$ cat config.mk
export PLATFORM = sky130hd
export DESIGN_NAME = json_lexer
export DESIGN_NICKNAME = d
export VERILOG_FILES = /design/src/rtl/json_pkg.sv /design/src/rtl/json_lexer.sv
export SDC_FILE = /design/constraint.sdc
export NUM_CORES = 1
export LEC_CHECK = 0
export ABC_CLOCK_PERIOD_IN_PS = 6600
export CAP_MARGIN = 20
export CORE_ASPECT_RATIO = 1.4
export CORE_MARGIN = 5
export CORE_UTILIZATION = 60
export CTS_BUF_LIST = sky130_fd_sc_hd__clkbuf_16
export CTS_CLUSTER_DIAMETER = 200
export DETAILED_ROUTE_END_ITERATION = 10
export PLACE_DENSITY_LB_ADDON = 0.1
export SYNTH_ARGS = -nofsm -noshare
export SYNTH_HDL_FRONTEND = slang
export SYNTH_SLANG_ARGS = --single-unit
$ cat constraint.sdc
create_clock -name clk -period 6.6 [get_ports clk]
set_clock_uncertainty 0.05 [all_clocks]
set_input_delay 0.99 -clock clk [delete_from_list [all_inputs] [get_ports clk]]
set_output_delay 0.99 -clock clk [all_outputs]
set_load 0.005 [all_outputs]
$ cat src/rtl/json_pkg.sv
// Shared types for the JSON byte lexer: token kinds, lexer states,
// literal selection and ASCII constants, plus small classification helpers.
package json_pkg;

    typedef enum logic [4:0] {
        TOK_NONE      = 5'd0,
        TOK_LBRACE    = 5'd1,
        TOK_RBRACE    = 5'd2,
        TOK_LBRACK    = 5'd3,
        TOK_RBRACK    = 5'd4,
        TOK_COLON     = 5'd5,
        TOK_COMMA     = 5'd6,
        TOK_STR_START = 5'd7,
        TOK_STR_CHAR  = 5'd8,
        TOK_STR_ESC   = 5'd9,
        TOK_STR_END   = 5'd10,
        TOK_NUM_CHAR  = 5'd11,
        TOK_NUM_END   = 5'd12,
        TOK_LIT_TRUE  = 5'd13,
        TOK_LIT_FALSE = 5'd14,
        TOK_LIT_NULL  = 5'd15,
        TOK_ERROR     = 5'd16
    } json_tok_e;

    typedef enum logic [2:0] {
        ST_IDLE    = 3'd0,
        ST_STRING  = 3'd1,
        ST_ESCAPE  = 3'd2,
        ST_NUMBER  = 3'd3,
        ST_LITERAL = 3'd4,
        ST_ERROR   = 3'd5
    } lex_state_e;

    typedef enum logic [1:0] {
        LSEL_TRUE  = 2'd0,
        LSEL_FALSE = 2'd1,
        LSEL_NULL  = 2'd2
    } lit_sel_e;

    localparam logic [7:0] CH_SPACE  = 8'h20;
    localparam logic [7:0] CH_TAB    = 8'h09;
    localparam logic [7:0] CH_LF     = 8'h0A;
    localparam logic [7:0] CH_CR     = 8'h0D;
    localparam logic [7:0] CH_LBRACE = 8'h7B;
    localparam logic [7:0] CH_RBRACE = 8'h7D;
    localparam logic [7:0] CH_LBRACK = 8'h5B;
    localparam logic [7:0] CH_RBRACK = 8'h5D;
    localparam logic [7:0] CH_COLON  = 8'h3A;
    localparam logic [7:0] CH_COMMA  = 8'h2C;
    localparam logic [7:0] CH_QUOTE  = 8'h22;
    localparam logic [7:0] CH_BSLASH = 8'h5C;
    localparam logic [7:0] CH_SLASH  = 8'h2F;
    localparam logic [7:0] CH_MINUS  = 8'h2D;
    localparam logic [7:0] CH_PLUS   = 8'h2B;
    localparam logic [7:0] CH_DOT    = 8'h2E;
    localparam logic [7:0] CH_0      = 8'h30;
    localparam logic [7:0] CH_9      = 8'h39;
    localparam logic [7:0] CH_LC_E   = 8'h65;
    localparam logic [7:0] CH_UC_E   = 8'h45;
    localparam logic [7:0] CH_T      = 8'h74;
    localparam logic [7:0] CH_F      = 8'h66;
    localparam logic [7:0] CH_N      = 8'h6E;
    localparam logic [7:0] CH_B      = 8'h62;
    localparam logic [7:0] CH_R      = 8'h72;
    localparam logic [7:0] CH_U      = 8'h75;
    localparam logic [7:0] CH_CTRL_LIMIT = 8'h20;

    function automatic logic is_ws(input logic [7:0] b);
        return (b == CH_SPACE) || (b == CH_TAB) || (b == CH_LF) || (b == CH_CR);
    endfunction

    function automatic logic is_digit(input logic [7:0] b);
        return (b >= CH_0) && (b <= CH_9);
    endfunction

    function automatic logic is_num_char(input logic [7:0] b);
        return is_digit(b) || (b == CH_DOT) || (b == CH_LC_E) || (b == CH_UC_E) ||
               (b == CH_PLUS) || (b == CH_MINUS);
    endfunction

    function automatic logic is_esc_char(input logic [7:0] b);
        return (b == CH_QUOTE) || (b == CH_BSLASH) || (b == CH_SLASH) || (b == CH_B) ||
               (b == CH_F) || (b == CH_N) || (b == CH_R) || (b == CH_T) || (b == CH_U);
    endfunction

    // Expected character at position idx of the selected literal keyword.
    function automatic logic [7:0] lit_char(input lit_sel_e sel, input logic [2:0] idx);
        logic [7:0] c;
        c = 8'h00;
        case (sel)
            LSEL_TRUE: case (idx)
                3'd0: c = "t";  3'd1: c = "r";  3'd2: c = "u";  3'd3: c = "e";
                default: c = 8'h00;
            endcase
            LSEL_FALSE: case (idx)
                3'd0: c = "f";  3'd1: c = "a";  3'd2: c = "l";  3'd3: c = "s";  3'd4: c = "e";
                default: c = 8'h00;
            endcase
            LSEL_NULL: case (idx)
                3'd0: c = "n";  3'd1: c = "u";  3'd2: c = "l";  3'd3: c = "l";
                default: c = 8'h00;
            endcase
            default: c = 8'h00;
        endcase
        return c;
    endfunction

    // Index of the final character of the selected literal keyword.
    function automatic logic [2:0] lit_last(input lit_sel_e sel);
        return (sel == LSEL_FALSE) ? 3'd4 : 3'd3;
    endfunction

    function automatic json_tok_e lit_tok(input lit_sel_e sel);
        json_tok_e k;
        case (sel)
            LSEL_TRUE:  k = TOK_LIT_TRUE;
            LSEL_FALSE: k = TOK_LIT_FALSE;
            default:    k = TOK_LIT_NULL;
        endcase
        return k;
    endfunction

endpackage

$ cat src/rtl/json_lexer.sv
// Streaming JSON lexer: one byte in, at most one token out per cycle,
// through a single registered output slot. Number termination bytes are
// replayed as IDLE input so no byte is lost.
module json_lexer
    import json_pkg::*;
#(
    parameter int STRICT_CTRL = 1
) (
    input  logic       clk,
    input  logic       rst_n,
    input  logic       in_valid,
    output logic       in_ready,
    input  logic [7:0] in_data,
    output logic       tok_valid,
    input  logic       tok_ready,
    output json_tok_e  tok_kind,
    output logic [7:0] tok_data,
    output logic       err
);

    lex_state_e state_q,  state_d;
    lit_sel_e   lit_sel_q, lit_sel_d;
    logic [2:0] lit_idx_q, lit_idx_d;
    logic       pend_q,   pend_d;
    logic [7:0] replay_q, replay_d;
    logic       err_q,    err_d;
    logic       tok_valid_q, tok_valid_d;
    json_tok_e  tok_kind_q,  tok_kind_d;
    logic [7:0] tok_data_q,  tok_data_d;

    logic       slot_free;
    logic       consume;
    logic [7:0] cur_byte;
    logic       emit;
    json_tok_e  emit_kind;
    logic [7:0] emit_data;
    logic       raise_err;

    // Output slot can take a new token when empty or being drained now.
    assign slot_free = !tok_valid_q || tok_ready;
    // A replayed byte has priority over fresh input (in_ready is low then).
    assign consume   = pend_q ? slot_free : (in_valid && in_ready);
    assign cur_byte  = pend_q ? replay_q : in_data;

    // State register: all lexer and output-slot flops.
    always_ff @(posedge clk or negedge rst_n) begin
        if (!rst_n) begin
            state_q     <= ST_IDLE;
            lit_sel_q   <= LSEL_TRUE;
            lit_idx_q   <= 3'd0;
            pend_q      <= 1'b0;
            replay_q    <= 8'h00;
            err_q       <= 1'b0;
            tok_valid_q <= 1'b0;
            tok_kind_q  <= TOK_NONE;
            tok_data_q  <= 8'h00;
        end else begin
            state_q     <= state_d;
            lit_sel_q   <= lit_sel_d;
            lit_idx_q   <= lit_idx_d;
            pend_q      <= pend_d;
            replay_q    <= replay_d;
            err_q       <= err_d;
            tok_valid_q <= tok_valid_d;
            tok_kind_q  <= tok_kind_d;
            tok_data_q  <= tok_data_d;
        end
    end

    // Next-state: classify the consumed byte, pick the token and transition.
    always_comb begin
        state_d     = state_q;
        lit_sel_d   = lit_sel_q;
        lit_idx_d   = lit_idx_q;
        pend_d      = pend_q;
        replay_d    = replay_q;
        err_d       = err_q;
        tok_valid_d = tok_valid_q;
        tok_kind_d  = tok_kind_q;
        tok_data_d  = tok_data_q;
        emit        = 1'b0;
        emit_kind   = TOK_NONE;
        emit_data   = 8'h00;
        raise_err   = 1'b0;

        // Slot drains unless refilled below; a stalled slot holds its value.
        if (slot_free) begin
            tok_valid_d = 1'b0;
            tok_kind_d  = TOK_NONE;
            tok_data_d  = 8'h00;
        end

        if (consume) begin
            pend_d = 1'b0;
            case (state_q)
                ST_IDLE: begin
                    if (is_ws(cur_byte)) begin
                        emit = 1'b0;
                    end else if (cur_byte == CH_LBRACE) begin
                        emit = 1'b1; emit_kind = TOK_LBRACE;
                    end else if (cur_byte == CH_RBRACE) begin
                        emit = 1'b1; emit_kind = TOK_RBRACE;
                    end else if (cur_byte == CH_LBRACK) begin
                        emit = 1'b1; emit_kind = TOK_LBRACK;
                    end else if (cur_byte == CH_RBRACK) begin
                        emit = 1'b1; emit_kind = TOK_RBRACK;
                    end else if (cur_byte == CH_COLON) begin
                        emit = 1'b1; emit_kind = TOK_COLON;
                    end else if (cur_byte == CH_COMMA) begin
                        emit = 1'b1; emit_kind = TOK_COMMA;
                    end else if (cur_byte == CH_QUOTE) begin
                        emit = 1'b1; emit_kind = TOK_STR_START;
                        state_d = ST_STRING;
                    end else if ((cur_byte == CH_MINUS) || is_digit(cur_byte)) begin
                        emit = 1'b1; emit_kind = TOK_NUM_CHAR; emit_data = cur_byte;
                        state_d = ST_NUMBER;
                    end else if (cur_byte == CH_T) begin
                        lit_sel_d = LSEL_TRUE;  lit_idx_d = 3'd1; state_d = ST_LITERAL;
                    end else if (cur_byte == CH_F) begin
                        lit_sel_d = LSEL_FALSE; lit_idx_d = 3'd1; state_d = ST_LITERAL;
                    end else if (cur_byte == CH_N) begin
                        lit_sel_d = LSEL_NULL;  lit_idx_d = 3'd1; state_d = ST_LITERAL;
                    end else begin
                        raise_err = 1'b1;
                    end
                end
                ST_STRING: begin
                    if (cur_byte == CH_QUOTE) begin
                        emit = 1'b1; emit_kind = TOK_STR_END;
                        state_d = ST_IDLE;
                    end else if (cur_byte == CH_BSLASH) begin
                        state_d = ST_ESCAPE;
                    end else if ((STRICT_CTRL != 0) && (cur_byte < CH_CTRL_LIMIT)) begin
                        raise_err = 1'b1;
                    end else begin
                        emit = 1'b1; emit_kind = TOK_STR_CHAR; emit_data = cur_byte;
                    end
                end
                ST_ESCAPE: begin
                    if (is_esc_char(cur_byte)) begin
                        emit = 1'b1; emit_kind = TOK_STR_ESC; emit_data = cur_byte;
                        state_d = ST_STRING;
                    end else begin
                        raise_err = 1'b1;
                    end
                end
                ST_NUMBER: begin
                    if (is_num_char(cur_byte)) begin
                        emit = 1'b1; emit_kind = TOK_NUM_CHAR; emit_data = cur_byte;
                    end else begin
                        // Terminator belongs to the next token: park it for replay.
                        emit = 1'b1; emit_kind = TOK_NUM_END;
                        replay_d = cur_byte;
                        pend_d   = 1'b1;
                        state_d  = ST_IDLE;
                    end
                end
                ST_LITERAL: begin
                    if (cur_byte == lit_char(lit_sel_q, lit_idx_q)) begin
                        if (lit_idx_q == lit_last(lit_sel_q)) begin
                            emit = 1'b1; emit_kind = lit_tok(lit_sel_q);
                            lit_idx_d = 3'd0;
                            state_d   = ST_IDLE;
                        end else begin
                            lit_idx_d = lit_idx_q + 3'd1;
                        end
                    end else begin
                        raise_err = 1'b1;
                    end
                end
                default: begin
                    emit = 1'b0;
                end
            endcase

            // Any lexical fault: one ERROR token, then locked until reset.
            if (raise_err) begin
                emit      = 1'b1;
                emit_kind = TOK_ERROR;
                emit_data = 8'h00;
                err_d     = 1'b1;
                lit_idx_d = 3'd0;
                state_d   = ST_ERROR;
            end
        end

        if (emit) begin
            tok_valid_d = 1'b1;
            tok_kind_d  = emit_kind;
            tok_data_d  = emit_data;
        end
    end

    // Outputs: registered token slot, combinational byte-accept.
    always_comb begin
        in_ready  = rst_n && slot_free && !pend_q && (state_q != ST_ERROR);
        tok_valid = tok_valid_q;
        tok_kind  = tok_kind_q;
        tok_data  = tok_data_q;
        err       = err_q;
    end

endmodule

; Word-level counts from Yosys, hierarchy flattened
; Cells that the tools add are included.
[word_totals]
regBits = 32
latchBits = 0
mem_bits_rw = 0
mem_bits_ro = 0
inputBits = 12
out_inout_bits = 16
wordCells = 244
n_memories = 0
[op_classes]
addsub = 1
mul = 0
div = 0
magnitude_cmp = 3
eq_ne = 53
n_shift = 0
muxes = 130
n_bitwise = 10
n_reduce_logical = 38
[op_table]
columns = operator, n
row1 = $mux W8, 21
row2 = $mux W3, 36
row3 = $eq A8 B7 Y1 const B, 13
row4 = $eq A8 B6 Y1 const B, 8
row5 = $mux W4, 15
row6 = $ne A3 B3 Y1 const B, 14
row7 = $mux W1, 40
row8 = $pmux W7 S5, 1
row9 = $pmux W8 S4, 1
row10 = $pmux W7 S4, 1
row11 = $eq A8 B4 Y1 const B, 3
row12 = $pmux W8 S3, 1
row13 = $pmux W7 S3, 1
row14 = $mux W5, 4
row15 = $pmux W4 S5, 1
row16 = $logic_or A1 B1 Y1, 18
row17 = $pmux W3 S5, 1
row18 = $reduce_and A15 Y1, 1
row19 = $reduce_and A13 Y1, 1
row20 = $eq A3 B2 Y1 const B, 4
row21 = $reduce_and A12 Y1, 1
row22 = $not A1 Y1, 10
row23 = $eq A8 B8 Y1, 1
row24 = $ge A8 B6 Y1 const B, 1
row25 = other kinds (26), 37

; Depth between registers and ports, before layout
; Gate-level depths: netlist (run 1).
[logic_depth]
depth_word = 19
ltp_mapped = 11
ltp_nobuf = 10

; Least setup slack after synthesis (run 1)
; OpenSTA, ideal clock, no wires.
[synth_timing]
path_type = input to register
start = input port in_data[0]
end = register state_q[2]
setup_time_ns = 0.129
arrival_time_ns = 2.945
t_required_ns = 6.421
setup_slack_ns = 3.477
path_stages = 9
path_buffers = 1
cell_sequence = clkbuf_1 or3b_1 a22o_1 o221ai_1 o21ai_0 nor4b_2 o21ba_2 a311oi_2 a2bb2oi_1
[synth_between]
elab_chain_len = 18
elab_cells_between_ends = 95
cone_classes = 3 x order compare / 38 x eq/ne / 34 x mux / 20 x reduce/logical
[synth_lines]
columns = element, line
row1 = start: declaration, json_lexer.sv:13  ; input logic [7:0] in_data,
row2 = $mux W8 *, json_lexer.sv:43  ; assign cur_byte = pend_q ? replay_q : in_data;
row3 = "parallel branches: the longest is 17 deep, another holds $ge A8 B6 Y1", -
row4 = end signal: assignment, json_lexer.sv:58  ; state_q <= state_d;
row5 = end: declaration, json_lexer.sv:21  ; lex_state_e state_q, state_d;
; Every way passes the cells marked *. The select of a mux whose other input is x is not followed.
; A chain may end at the register's enable or synchronous reset.

; Worst setup path after layout (run 1)
[layout_timing]
start = input port rst_n
end = output port in_ready
[layout_between]
elab_chain_len = 3
[layout_lines]
columns = element, line
row1 = start: declaration, json_lexer.sv:10  ; input logic rst_n,
row2 = $logic_and A1 B1 Y1 (3 in series), json_lexer.sv:196  ; in_ready = rst_n && slot_free && !pend_q && (state_q != ST_ERROR);
row3 = end: declaration, json_lexer.sv:12  ; output logic in_ready,
; No other way between the ends.

==> flow_metrics.env, run 1 <==
export IMPL_portBuffers=27
export IMPL_async_reset_ff_frac=1.00
export IMPL_synth_ff_type="dfrtp_1"
export IMPL_synth_cells=307
export IMPL_synth_edff_count=0
export IMPL_cts_root_buffer="clkbuf_16"
export IMPL_fillCellCount=374
export IMPL_hold_buffers=0
export IMPL_antenna_found_initial=0
export IMPL_crit_type="input pin to output pin"
export IMPL_yosysSeqAreaShare=0.283
export IMPL_whs_ns=0.418
export IMPL_ant_nets=0
export IMPL_post_cts_buffers=0
export IMPL_setup_viol=0
export IMPL_met2_usage=0.434
export IMPL_startpoint="rst_n"
export IMPL_hold_start="err$_DFFE_PN0P_"
export IMPL_synthesis_nets=324
export IMPL_pin_count=28
export IMPL_cts_buffers=5
export IMPL_ff_latch_area_um2=801
export IMPL_grt_overflow=0
export IMPL_core_um2=4540
export IMPL_final_nets=346
export IMPL_hold_path_class="register to register"
export IMPL_dp_cells=384
export IMPL_num_vias=2697
export IMPL_period_needed_ns=3.77
export IMPL_ys_ff_latch=32
export IMPL_die_w_um=68.0
export IMPL_rsz0062_at_grt="no"
export IMPL_max_freq_mhz=265
export IMPL_initial_core_util=0.623
export IMPL_grt_pass1_wl_um=12900
export IMPL_finalCritPeriodShare=0.571
export IMPL_drt_wl_total_um=8040
export IMPL_cp_required_ns=5.56
export IMPL_syn_avg_cell_area_um2=9.20
export IMPL_hold_path_depth=1
export IMPL_clock_sinks=32
export IMPL_worst_path_max_fanout=14
export IMPL_drive_above_1_share=0.148
export IMPL_h_tree_depth=2
export IMPL_syn_to_final_growth_pct=15.2
export IMPL_yosys_warnings=0
export IMPL_final_cell_mix="dfrtp_1 (32), clkdlybuf4s50_1 (27), nor2_1 (23)"
export IMPL_cp_end_kind="output pin"
export IMPL_drt_iter0_markers=273
export IMPL_cts_tree="yes"
export IMPL_die_area_um2=6200
export IMPL_die_y_um=91.2
export IMPL_hpwlAfterDp_um=6060
export IMPL_num_antenna_cells=0
export IMPL_hold_viol=0
export IMPL_power_density_nw_per_um2=275
export IMPL_power_leakage_uw=0.00128
export IMPL_outcome="finished, final reports clean"
export IMPL_maxCapViolCount=0
export IMPL_use_met1=0.338
export IMPL_syn_area_um2=2830
export IMPL_drt_first_pass_iters=5
export IMPL_stdcell_count=392
export IMPL_tightest_slew_ns=0.879
export IMPL_crit_path_start_kind="input pin"
export IMPL_yosysUniqueCellTypes=88
export IMPL_gr_usage_met3=0.0617
export IMPL_drcViolationCount=0
export IMPL_gp_congestion=1.01
export IMPL_multiInputGateArea_um2=1910
export IMPL_slew_headroom=0.412
export IMPL_worstPathArrival_ns=2.73
export IMPL_grt_start_max_net_pins=46
export IMPL_post_drt_wl_per_cell_um=20.5
export IMPL_path_clk_slew_ns=0.05
export IMPL_worst_r2r_cell_count=10
export IMPL_clock_latency_ns=0.28
export IMPL_cts_resized_gates=0
export IMPL_grt_pass1_vias=2593
export IMPL_peakVddDrop_mv=0.237
export IMPL_regToRegStartpoint="lit_idx_q[2]$_DFFE_PN0P_"
export IMPL_num_rows=29
export IMPL_tns_ns=0
export IMPL_vias_per_cell=6.88
export IMPL_clk_path_buf_depth=2
export IMPL_grt_total_usage=0.272
export IMPL_final_common_cell="dfrtp_1"
export IMPL_drv_slew=0
export IMPL_busiest_layer="met2"
routing by layer:
layer  routed length (um)  vias up
met5                    0        -
met4                  332        0
met3                  591       27
met2                 3980      120
met1                 3140     1307
li1                     -     1243
cell families (layout without fill, tap and decap cells):
group           Yosys count  in the layout  synth area share
flops                    32             32             0.283
mux                      19             19            0.0726
compound gates          100            100             0.294
fa+ha+maj                 6              6            0.0257
buf+inv                  24             47            0.0421
simple gates            118            118             0.258
xor+xnor                  8              8            0.0248
cell usage after synthesis (3+ instances only):
library cell | number | share of area
a21oi_1 | 15 | 0.027
xor2_1 | 3 | 0.0093
nand3b_1 | 8 | 0.021
nand3_1 | 7 | 0.012
nor2_1 | 23 | 0.031
dfrtp_1 | 32 | 0.28
o22ai_1 | 3 | 0.0066
buf_2 | 5 | 0.0089
nor3_1 | 8 | 0.014
a22o_1 | 11 | 0.034
mux2_2 | 8 | 0.032
nor3b_1 | 4 | 0.011
a21o_1 | 3 | 0.0080
inv_1 | 9 | 0.012
o21ai_0 | 7 | 0.012
a32o_1 | 6 | 0.021
nand2_1 | 19 | 0.025
o21ai_1 | 4 | 0.0071
nor2b_1 | 5 | 0.011
nand4_1 | 3 | 0.0066
or3b_1 | 3 | 0.0093
xnor2_1 | 5 | 0.015
clkbuf_1 | 6 | 0.0080
ha_1 | 5 | 0.022
buf_6 | 3 | 0.012
mux2_1 | 4 | 0.016
and3b_1 | 5 | 0.015
mux2i_1 | 7 | 0.025
nand2b_1 | 5 | 0.011
a22oi_1 | 4 | 0.011
a31oi_1 | 5 | 0.011
power by group:
part | switching (uW) | total, uW | leakage [uW] | internal, uW
registers | 65.2 | 297 | 0.000424 | 232
logic | 207 | 371 | 0.000780 | 164
clock network | 88.6 | 227 | 0.0000736 | 139
total | 360 | 896 | 0.00128 | 535
layout make-up:
class	instances	share of cell area
Inverter	9	0.0104
Tap cell	62	0.0238
Sequential cell	32	0.246
Timing Repair Buffer	30	0.0900
Clock buffer	5	0.0384
Clock inverter	3	0.00577
Multi-Input combinational cell	251	0.586
per-stage QoR:
| step | util | total power (uW) | worst slack, ns | area [um2] |
|---|---|---|---|---|
| floorplan | - | 557 | 3.48 | 2830 |
| global placement | 0.686 | 660 | 2.78 | 3110 |
| detailed placement | 0.686 | 663 | 2.76 | 3110 |
| CTS | 0.718 | 892 | 2.81 | 3250 |
| global route | 0.718 | 950 | 2.71 | 3250 |
| finish | 0.718 | 896 | 2.83 | 3250 |
sequential cells by signal, indices dropped and copies added, names as in the netlist:
name,count
replay_q,8
tok_valid,1
tok_kind,5
tok_data,8
err,1
lit_sel_q,2
lit_idx_q,3
pend_q,1
state_q,3
path summary, 6_finish.rpt:
check	endpoint	slack, ns
min reg2reg	err$_DFFE_PN0P_	0.42
min	err$_DFFE_PN0P_	0.42
min in group asynchronous	lit_idx_q[1]$_DFFE_PN0P_	1.07
max reg2reg	tok_data[0]$_DFFE_PN0P_	3.40
max	in_ready	2.83
max in group asynchronous	tok_data[7]$_DFFE_PN0P_	4.67
worst max-delay path, cell delays in order:
cell	delay, ns
clkdlybuf4s50_1	0.90
nand2_1	0.11
nor3_1	0.19
clkdlybuf4s50_1	0.53
Power figures use the tool's default switching activity.
==> inputs of run 2 (changes only) <==
- ABC_CLOCK_PERIOD_IN_PS: 6600 -> 3600
- CORE_UTILIZATION: 60 -> 58
- clock period: 6.6 -> 3.6 ns (I/O delays scaled with it)
==> run 2 against run 1 <==
  * First-iteration DRC count grew 15%
  * Flip-flop and latch count unchanged
  * Highest routed layer unchanged
  * Critical path depth rose by 5
==> flow_metrics.env, run 2 (synthesis gave the netlist of run 1 again) <==
export IMPL_outcome="finished, final reports clean"
export IMPL_tns_ns=0
export IMPL_place_area_um2=3170
export IMPL_cts_root_buffer="clkbuf_16"
export IMPL_post_cts_buffers=0
export IMPL_drv_slew=0
export IMPL_cp_required_ns=3.71
export IMPL_maxCapViolCount=0
export IMPL_final_cell_mix="dfrtp_1 (32), clkdlybuf4s50_1 (27), nor2_1 (23)"
export IMPL_hold_buffers=0
export IMPL_ant_nets=0
export IMPL_core_um2=4800
export IMPL_max_freq_mhz=298
export IMPL_grt_start_max_net_pins=33
export IMPL_holdPathEnd="err$_DFFE_PN0P_"
export IMPL_path_buf_inv=1
export IMPL_slowest_delay_ns=0.75
export IMPL_stdcell_count=403
export IMPL_drive_above_1_share=0.171
export IMPL_drcViolationCount=0
export IMPL_die_y_um=92.6
export IMPL_grt_pass1_vias=2569
export IMPL_pin_count=28
export IMPL_hold_path_class="register to register"
export IMPL_drt_iter0_markers=313
export IMPL_tightest_slew_ns=0.807
export IMPL_place_ws_ns=0.120
export IMPL_hold_viol=0
export IMPL_power_density_nw_per_um2=513
export IMPL_regToRegStartpoint="pend_q$_DFFE_PN0P_"
export IMPL_final_nets=355
export IMPL_h_tree_depth=2
export IMPL_worst_slack_ns=0.244
export IMPL_crit_path_start_kind="register"
export IMPL_cp_end_kind="register"
export IMPL_regToRegSetupSlack_ns=0.24
export IMPL_setup_viol=0
export IMPL_finalCritPeriodShare=0.932
export IMPL_worstPathArrival_ns=3.46
export IMPL_worst_path_max_fanout=20
export IMPL_num_antenna_cells=0
export IMPL_antenna_found_initial=0
export IMPL_hold_start="err$_DFFE_PN0P_"
export IMPL_cp_cell_sequence="buf_4 > or3b_1 > a22o_1 > o221ai_1 > o21ai_0 > nor4b_2 > o21ba_2 > a311oi_2 > a2bb2oi_1"
export IMPL_cp_top_family="compound AO/OA/AOI/OAI gates"
export IMPL_initial_core_util=0.588
export IMPL_final_common_cell="dfrtp_1"
export IMPL_path_clk_slew_ns=0.06
export IMPL_num_vias=2723
export IMPL_post_drt_wl_per_cell_um=21.1
export IMPL_grt_pass1_wl_um=13200
export IMPL_drt_wl_total_um=8490
export IMPL_syn_to_final_growth_pct=18.5
export IMPL_period_needed_ns=3.36
export IMPL_hold_path_depth=1
export IMPL_clk_path_buf_depth=2
export IMPL_num_rows=30
export IMPL_dp_cells=394
export IMPL_gp_congestion=0.948
export IMPL_cts_resized_gates=0
export IMPL_hpwlAfterDp_um=6340
export IMPL_grt_overflow=0
export IMPL_fillCellCount=422
export IMPL_peakVddDrop_mv=0.501
export IMPL_slowest_stage="dfrtp_1"
export IMPL_power_leakage_uw=0.00133
export IMPL_clock_latency_ns=0.28
export IMPL_die_w_um=69.0
export IMPL_cts_tree="yes"
export IMPL_final_cell_area_um2=3350
export IMPL_clock_sinks=32
export IMPL_die_area_um2=6390
export IMPL_slew_headroom=0.460
export IMPL_portBuffers=27
export IMPL_drt_first_pass_iters=5
export IMPL_grt_total_usage=0.276
export IMPL_crit_type="register to register"
export IMPL_timing_rr_end="state_q[2]$_DFFE_PN0P_"
export IMPL_vias_per_cell=6.76
export IMPL_rsz0062_at_grt="no"
export IMPL_cts_buffers=5
export IMPL_worst_r2r_cell_count=9
## run 2: worst max-delay path by stage
stage	cells after the start	to	start	slack (ns)
final	9	state_q[2]$_DFFE_PN0P_	pend_q$_DFFE_PN0P_	0.24
after global routing	9	state_q[0]$_DFFE_PN0P_	pend_q$_DFFE_PN0P_	0.02
after CTS	9	state_q[2]$_DFFE_PN0P_	pend_q$_DFFE_PN0P_	0.28
after detailed placement	9	state_q[2]$_DFFE_PN0P_	in_data[1]	0.12
after global placement	9	state_q[2]$_DFFE_PN0P_	in_data[1]	0.1
after floorplan	10	tok_data[0]$_DFFE_PN0P_	lit_idx_q[0]$_DFFE_PN0P_	0.73
## run 2: metrics by stage
stage | power [uW] | util | hold slack [ns]
2_1_floorplan | 1020 | - | 0.194
3_3_place_gp | 1200 | 0.660 | 0.399
3_5_place_dp | 1220 | 0.660 | 0.418
4_1_cts | 1720 | 0.695 | 0.437
5_1_grt | 1820 | 0.697 | 0.473
6_report | 1720 | 0.697 | 0.429
## run 2: area by class of cell
type | instances | area (um2) | share of cell area
Clock buffer | 5 | 125 | 0.0374
Timing Repair Buffer | 39 | 360 | 0.108
Multi-Input combinational cell | 251 | 1910 | 0.569
Sequential cell | 32 | 801 | 0.239
Tap cell | 64 | 80.1 | 0.0239
Clock inverter | 3 | 42.5 | 0.0127
Inverter | 9 | 33.8 | 0.0101
## run 2: power breakdown
| group | internal, uW | total (uW) | leakage [uW] | switching, uW |
|---|---|---|---|---|
| clock | 325 | 493 | 0.0000798 | 168 |
| combinational | 305 | 678 | 0.000822 | 373 |
| sequential | 426 | 547 | 0.000424 | 121 |
## run 2: per-layer routing
layer / share of wire / routed length (um) / track usage / vias up
met2: 0.49 / 4140 / 0.449 / 117
met3: 0.060 / 511 / 0.0510 / 23
met4: 0.043 / 369 / 0.130 / 0
met5: 0 / 0 / 0 / -
met1: 0.41 / 3470 / 0.343 / 1324
li1: - / - / - / 1259
==> RTL change 1 (config.mk and constraints of run 1) <==
Encoding of `lit_sel_e`: now one-hot (3 bits for 3 values).
--- a/src/rtl/json_pkg.sv
+++ b/src/rtl/json_pkg.sv
@@ -32,8 +32,8 @@
     } lex_state_e;
 
-    typedef enum logic [1:0] {
-        LSEL_TRUE  = 2'd0,
-        LSEL_FALSE = 2'd1,
-        LSEL_NULL  = 2'd2
+    typedef enum logic [2:0] {
+        LSEL_TRUE  = 3'b001,
+        LSEL_FALSE = 3'b010,
+        LSEL_NULL  = 3'b100
     } lit_sel_e;
 
Behaviour: no difference found for any inputs over 4 cycles, from zero or initial values and one cycle with rst_n low; so few cycles prove little.
==> RTL change 1 against run 1 <==
Setup slack worse by 0.20 ns; area after synthesis up 5.6%; sequential cell count up 1; largest cell class unchanged; critical path depth unchanged; hold slack worse by 0.0021 ns; routed wire length up 3.8%; critical path type unchanged; cell area up 4.5%; die area up 4.9%; final cell count up 6.6%.
Power is not compared: it rests on default switching activity, and its combinational part moved more than twofold at a synthesized area within 25%.
==> RTL change 1: results (changes against run 1) <==
[clocking]
cts.clk_slew.worst_paths_ns = 0.05  ; about the same
clock_path_buffers = 2  ; unchanged
cts_setup_buffers = 0  ; unchanged
clk_latency_ns = 0.28  ; about the same
cts_root_buffer = clkbuf_16
cts_buffers = 5  ; unchanged
htreeDepth = 2  ; unchanged
post_cts_resized = 0  ; unchanged

[yosys]
yosys_warnings = 0  ; unchanged
synth_compound_area_share_pct = 27.5  ; -1.8 points
synth_nets = 352  ; +8.6%
synthMuxAreaShare_pct = 6.50  ; -0.76 points
synth_xor_area_share_pct = 0.881  ; -1.6 points
synth_common_cells = 32 x dfrtp_1, 29 x nand2_1, 23 x nor2_1
ys_async_sr_fraction_pct = 100  ; unchanged
seq_area_frac_synth_pct = 27.7  ; -0.62 points
synthAdderAreaFrac_pct = 2.10  ; -0.47 points
yosysUniqueCellTypes = 82  ; -6.8%
netlist_top_cells_area = dfrtp_1 27%, nand2_1 3.6%, a22o_1 3.5%

[layout]
drive_gt1_share_pct = 13.8  ; -1.0 points
diodes = 0  ; unchanged
layout.nets = 370  ; +6.9%

[worst_hold_path]
hp-class = flip-flop to flip-flop

[power]
peakVddDrop_uv = 142
power_leakage_nw = 1.29

[worst_setup_path]
worst_ep_arrival_time_ns = 2.93  ; +0.20 ns
worstPathMaxFanout = 15  ; +1

[grt]
grt_antenna_before_repair = 0  ; unchanged
grt_pass1_vias = 2814  ; +8.5%
grt_max_degree = 44  ; -4.3%
grt_pass1_wl_um = 13900  ; +7.9%
grtUsageTotal_pct = 26.5  ; -0.75 points

[placed_design]
port_buffers = 27  ; unchanged
dpl-instance-area_um2 = 3230  ; +3.8%
place_congestion = 0.966  ; -4.4%
dp_hpwl_um = 6150  ; +1.5%

[detailed_routing]
wl_per_cell_um = 20.0  ; -2.7%
via_per_inst = 6.89  ; +0.18%
drt_iter0_markers = 263  ; -3.7%
dr.pass1.iters = 5  ; unchanged

[run_status]
status = finished clean

[timing]
maxSlewHeadroom_pct = 27.2  ; -14 points

[RTL change 1: changes by cell type in the layout (fill, tap and decap cells not counted), moves of 4 or more]
cell      before  now
a32o_1         6    1
nand2_1       19   29
nand3_1        7   11
nand3b_1       8    3
nor3_1         8   15
o211ai_1       2    6
o21ai_0        7   13
o21ai_1        4    8
o31ai_1        1    6
xnor2_1        5    1
[RTL change 1: kinds of logic (layout without fill, tap and decap cells)]
| family | Yosys count | count (layout) |
|---|---|---|
| and+or+nand+nor | 146 | 146 |
| AOI/OAI and AO/OA | 103 | 103 |
| DFF | 33 | 33 |
| buffers and inverters | 29 | 48 |
| muxes | 16 | 16 |
| adders and majority gates | 5 | 5 |
| xor gates and xnor gates | 3 | 3 |
[RTL change 1: layout make-up]
cell class	instances	area [µm²]
well taps	64	80.1
repair buffers	29	285
flip-flops and latches	33	827
inverters	11	41.3
clock inverters	3	46.3
multi-input cells	273	2000
fillers	364	1440
clock buffers	5	125
[RTL change 1: worst max-delay path: stages]
cell	delay, ns
clkdlybuf4s50_1	0.42
nor2b_1	0.84
a2111oi_2	0.16
clkdlybuf4s50_1	0.52
[RTL change 1: worst paths after layout]
kind                       startpoint            to  slack [ns]  depth (start not counted)
max                         tok_ready      in_ready        2.63                          4
min                               err           err        0.42                          1
max reg2reg                    pend_q  lit_idx_q[0]        3.12                          8
min reg2reg                       err           err        0.42                          1
max in group asynchronous       rst_n  lit_sel_q[0]        5.08                          2
min in group asynchronous       rst_n   tok_data[2]        1.08                          2
[RTL change 1: report_power, final]
part / switching [mW] / internal, mW / total, mW
Clock: 0.0904 / 0.178 / 0.269
Combinational: 0.0317 / 0.0214 / 0.0531
Sequential: 0.00365 / 0.205 / 0.209
[RTL change 1: metal layers]
metal / global-route usage, % / wire (µm) / vias to the layer above
met5: 0 / 0 / -
met3: 4.84 / 534 / 39
met1: 31.8 / 3260 / 1367
li1: - / - / 1326
met4: 14.8 / 440 / 0
met2: 44.3 / 4110 / 149
[RTL change 1: per-stage QoR]
stage / instances / util [%] / setup slack (ns)
after floorplan: 335 / - / 3.65
after global routing: 418 / 70.2 / 2.49
after detailed placement: 410 / 66.7 / 2.54
after global placement: 410 / 66.7 / 2.56
after CTS: 418 / 70.2 / 2.65
final: 418 / 70.2 / 2.63
==> RTL change 2 (config.mk and constraints of run 1) <==
Without the edit above. Change the parameter `STRICT_CTRL` from 1 to 0.
--- a/src/rtl/json_lexer.sv
+++ b/src/rtl/json_lexer.sv
@@ -5,5 +5,5 @@
     import json_pkg::*;
 #(
-    parameter int STRICT_CTRL = 1
+    parameter int STRICT_CTRL = 0
 ) (
     input  logic       clk,
Check against the original RTL: not equivalent (Yosys sat finds a counterexample within 4 cycles, from zero or initial values and one cycle with rst_n low).
==> RTL change 2 against run 1 <==
Register-to-register slack got worse by 0.26 ns; routed wire length fell by 3.4%; power fell by 11%; combinational power decreased by 20%; setup slack lost 0.28 ns; global-route usage up 0.53 points; sequential cell count is the same; cell area shrank 3.9%; area after synthesis is 4.7% lower.
==> RTL change 2: results (changes against run 1) <==
[yosys]
synth_xor_area_share_pct = 1.63  ; -0.85 points
seq_area_frac_synth_pct = 29.8  ; +1.4 points
netlist_top_cells_area = dfrtp_1 30%, nand2_1 4.9%, mux2i_1 3.3%
synth_common_cells = 35 x nand2_1, 32 x dfrtp_1, 20 x nor2_1
synth_nets = 327  ; +0.93%
synth_compound_area_share_pct = 26.6  ; -2.8 points
yosysUniqueCellTypes = 69  ; -22%

[detailed_routing]
met1Wirelength_um = 3120  ; -0.38%
via_count = 2685  ; -0.44%
route.met3.wl_um = 428  ; -28%
met2_length_um = 3900  ; -2.1%
via_per_inst = 6.81  ; -0.95%
drt-total-wl_um = 7760  ; -3.4%
drt_iter0_markers = 219  ; -20%

[timing]
tightest_slew_ns = 0.721  ; -0.158 ns
holdWs_ns = 0.417  ; -0.000805 ns
fin_crit_sh_pct = 61.4  ; +4.3 points

[grt]
grt_use_met3_pct = 4.03  ; -2.1 points
grt_max_degree = 41  ; -11%
use_met2_pct = 50.2  ; +6.7 points
grt_pass1_vias = 2564  ; -1.1%

[power]
power_leakage_nw = 1.26  ; -1.6%
p_comb_share_pct = 37.3  ; -4.1 points
peakVddDrop_uv = 155  ; -35%
swShare_pct = 38.6  ; -1.6 points
power_density_nw_per_um2 = 256  ; -7.1%

[placed_design]
dpl-instance-area_um2 = 2970  ; -4.5%
dp_slack_ns = 2.41  ; -0.345 ns
dp_hpwl_um = 5910  ; -2.6%
placedCellCount = 385  ; +0.26%
place_congestion = 0.976  ; -3.4%

[run_status]
status = finished clean

[worst_setup_path]
r2r_end = replay_q[7]
rrSetupSlack_ns = 3.14  ; -0.26 ns
critPathMaxStageDelay_ns = 0.60  ; -0.30 ns
worst_ep_arrival_time_ns = 3.01  ; +0.28 ns

[layout]
layout.nets = 350  ; +1.2%
fill_cells = 371  ; -0.80%

-- RTL change 2: changes by cell type in the layout (fill, tap and decap cells not counted), moves of 5 or more --
cell            run 1  this run
nand2_1            19        35
a22o_1             11         4
nand3_1             7        14
and3b_1             5         0
nor3_1              8         3
-- RTL change 2: cell type report --
| cell class | count | area (µm²) | share of cell area [%] |
|---|---|---|---|
| clock inverters | 3 | 23.8 | 0.760 |
| repair buffers | 30 | 293 | 9.36 |
| inverters | 6 | 22.5 | 0.720 |
| flip-flops and latches | 32 | 801 | 25.6 |
| well taps | 60 | 75.1 | 2.40 |
| multi-input cells | 258 | 1790 | 57.1 |
| clock buffers | 5 | 125 | 4.00 |
-- RTL change 2: logic make-up after synthesis --
group | Yosys count
and+or+nand+nor | 138
AOI/OAI and AO/OA | 93
DFF | 32
buffers and inverters | 20
muxes | 17
xor gates and xnor gates | 5
adders and majority gates | 5
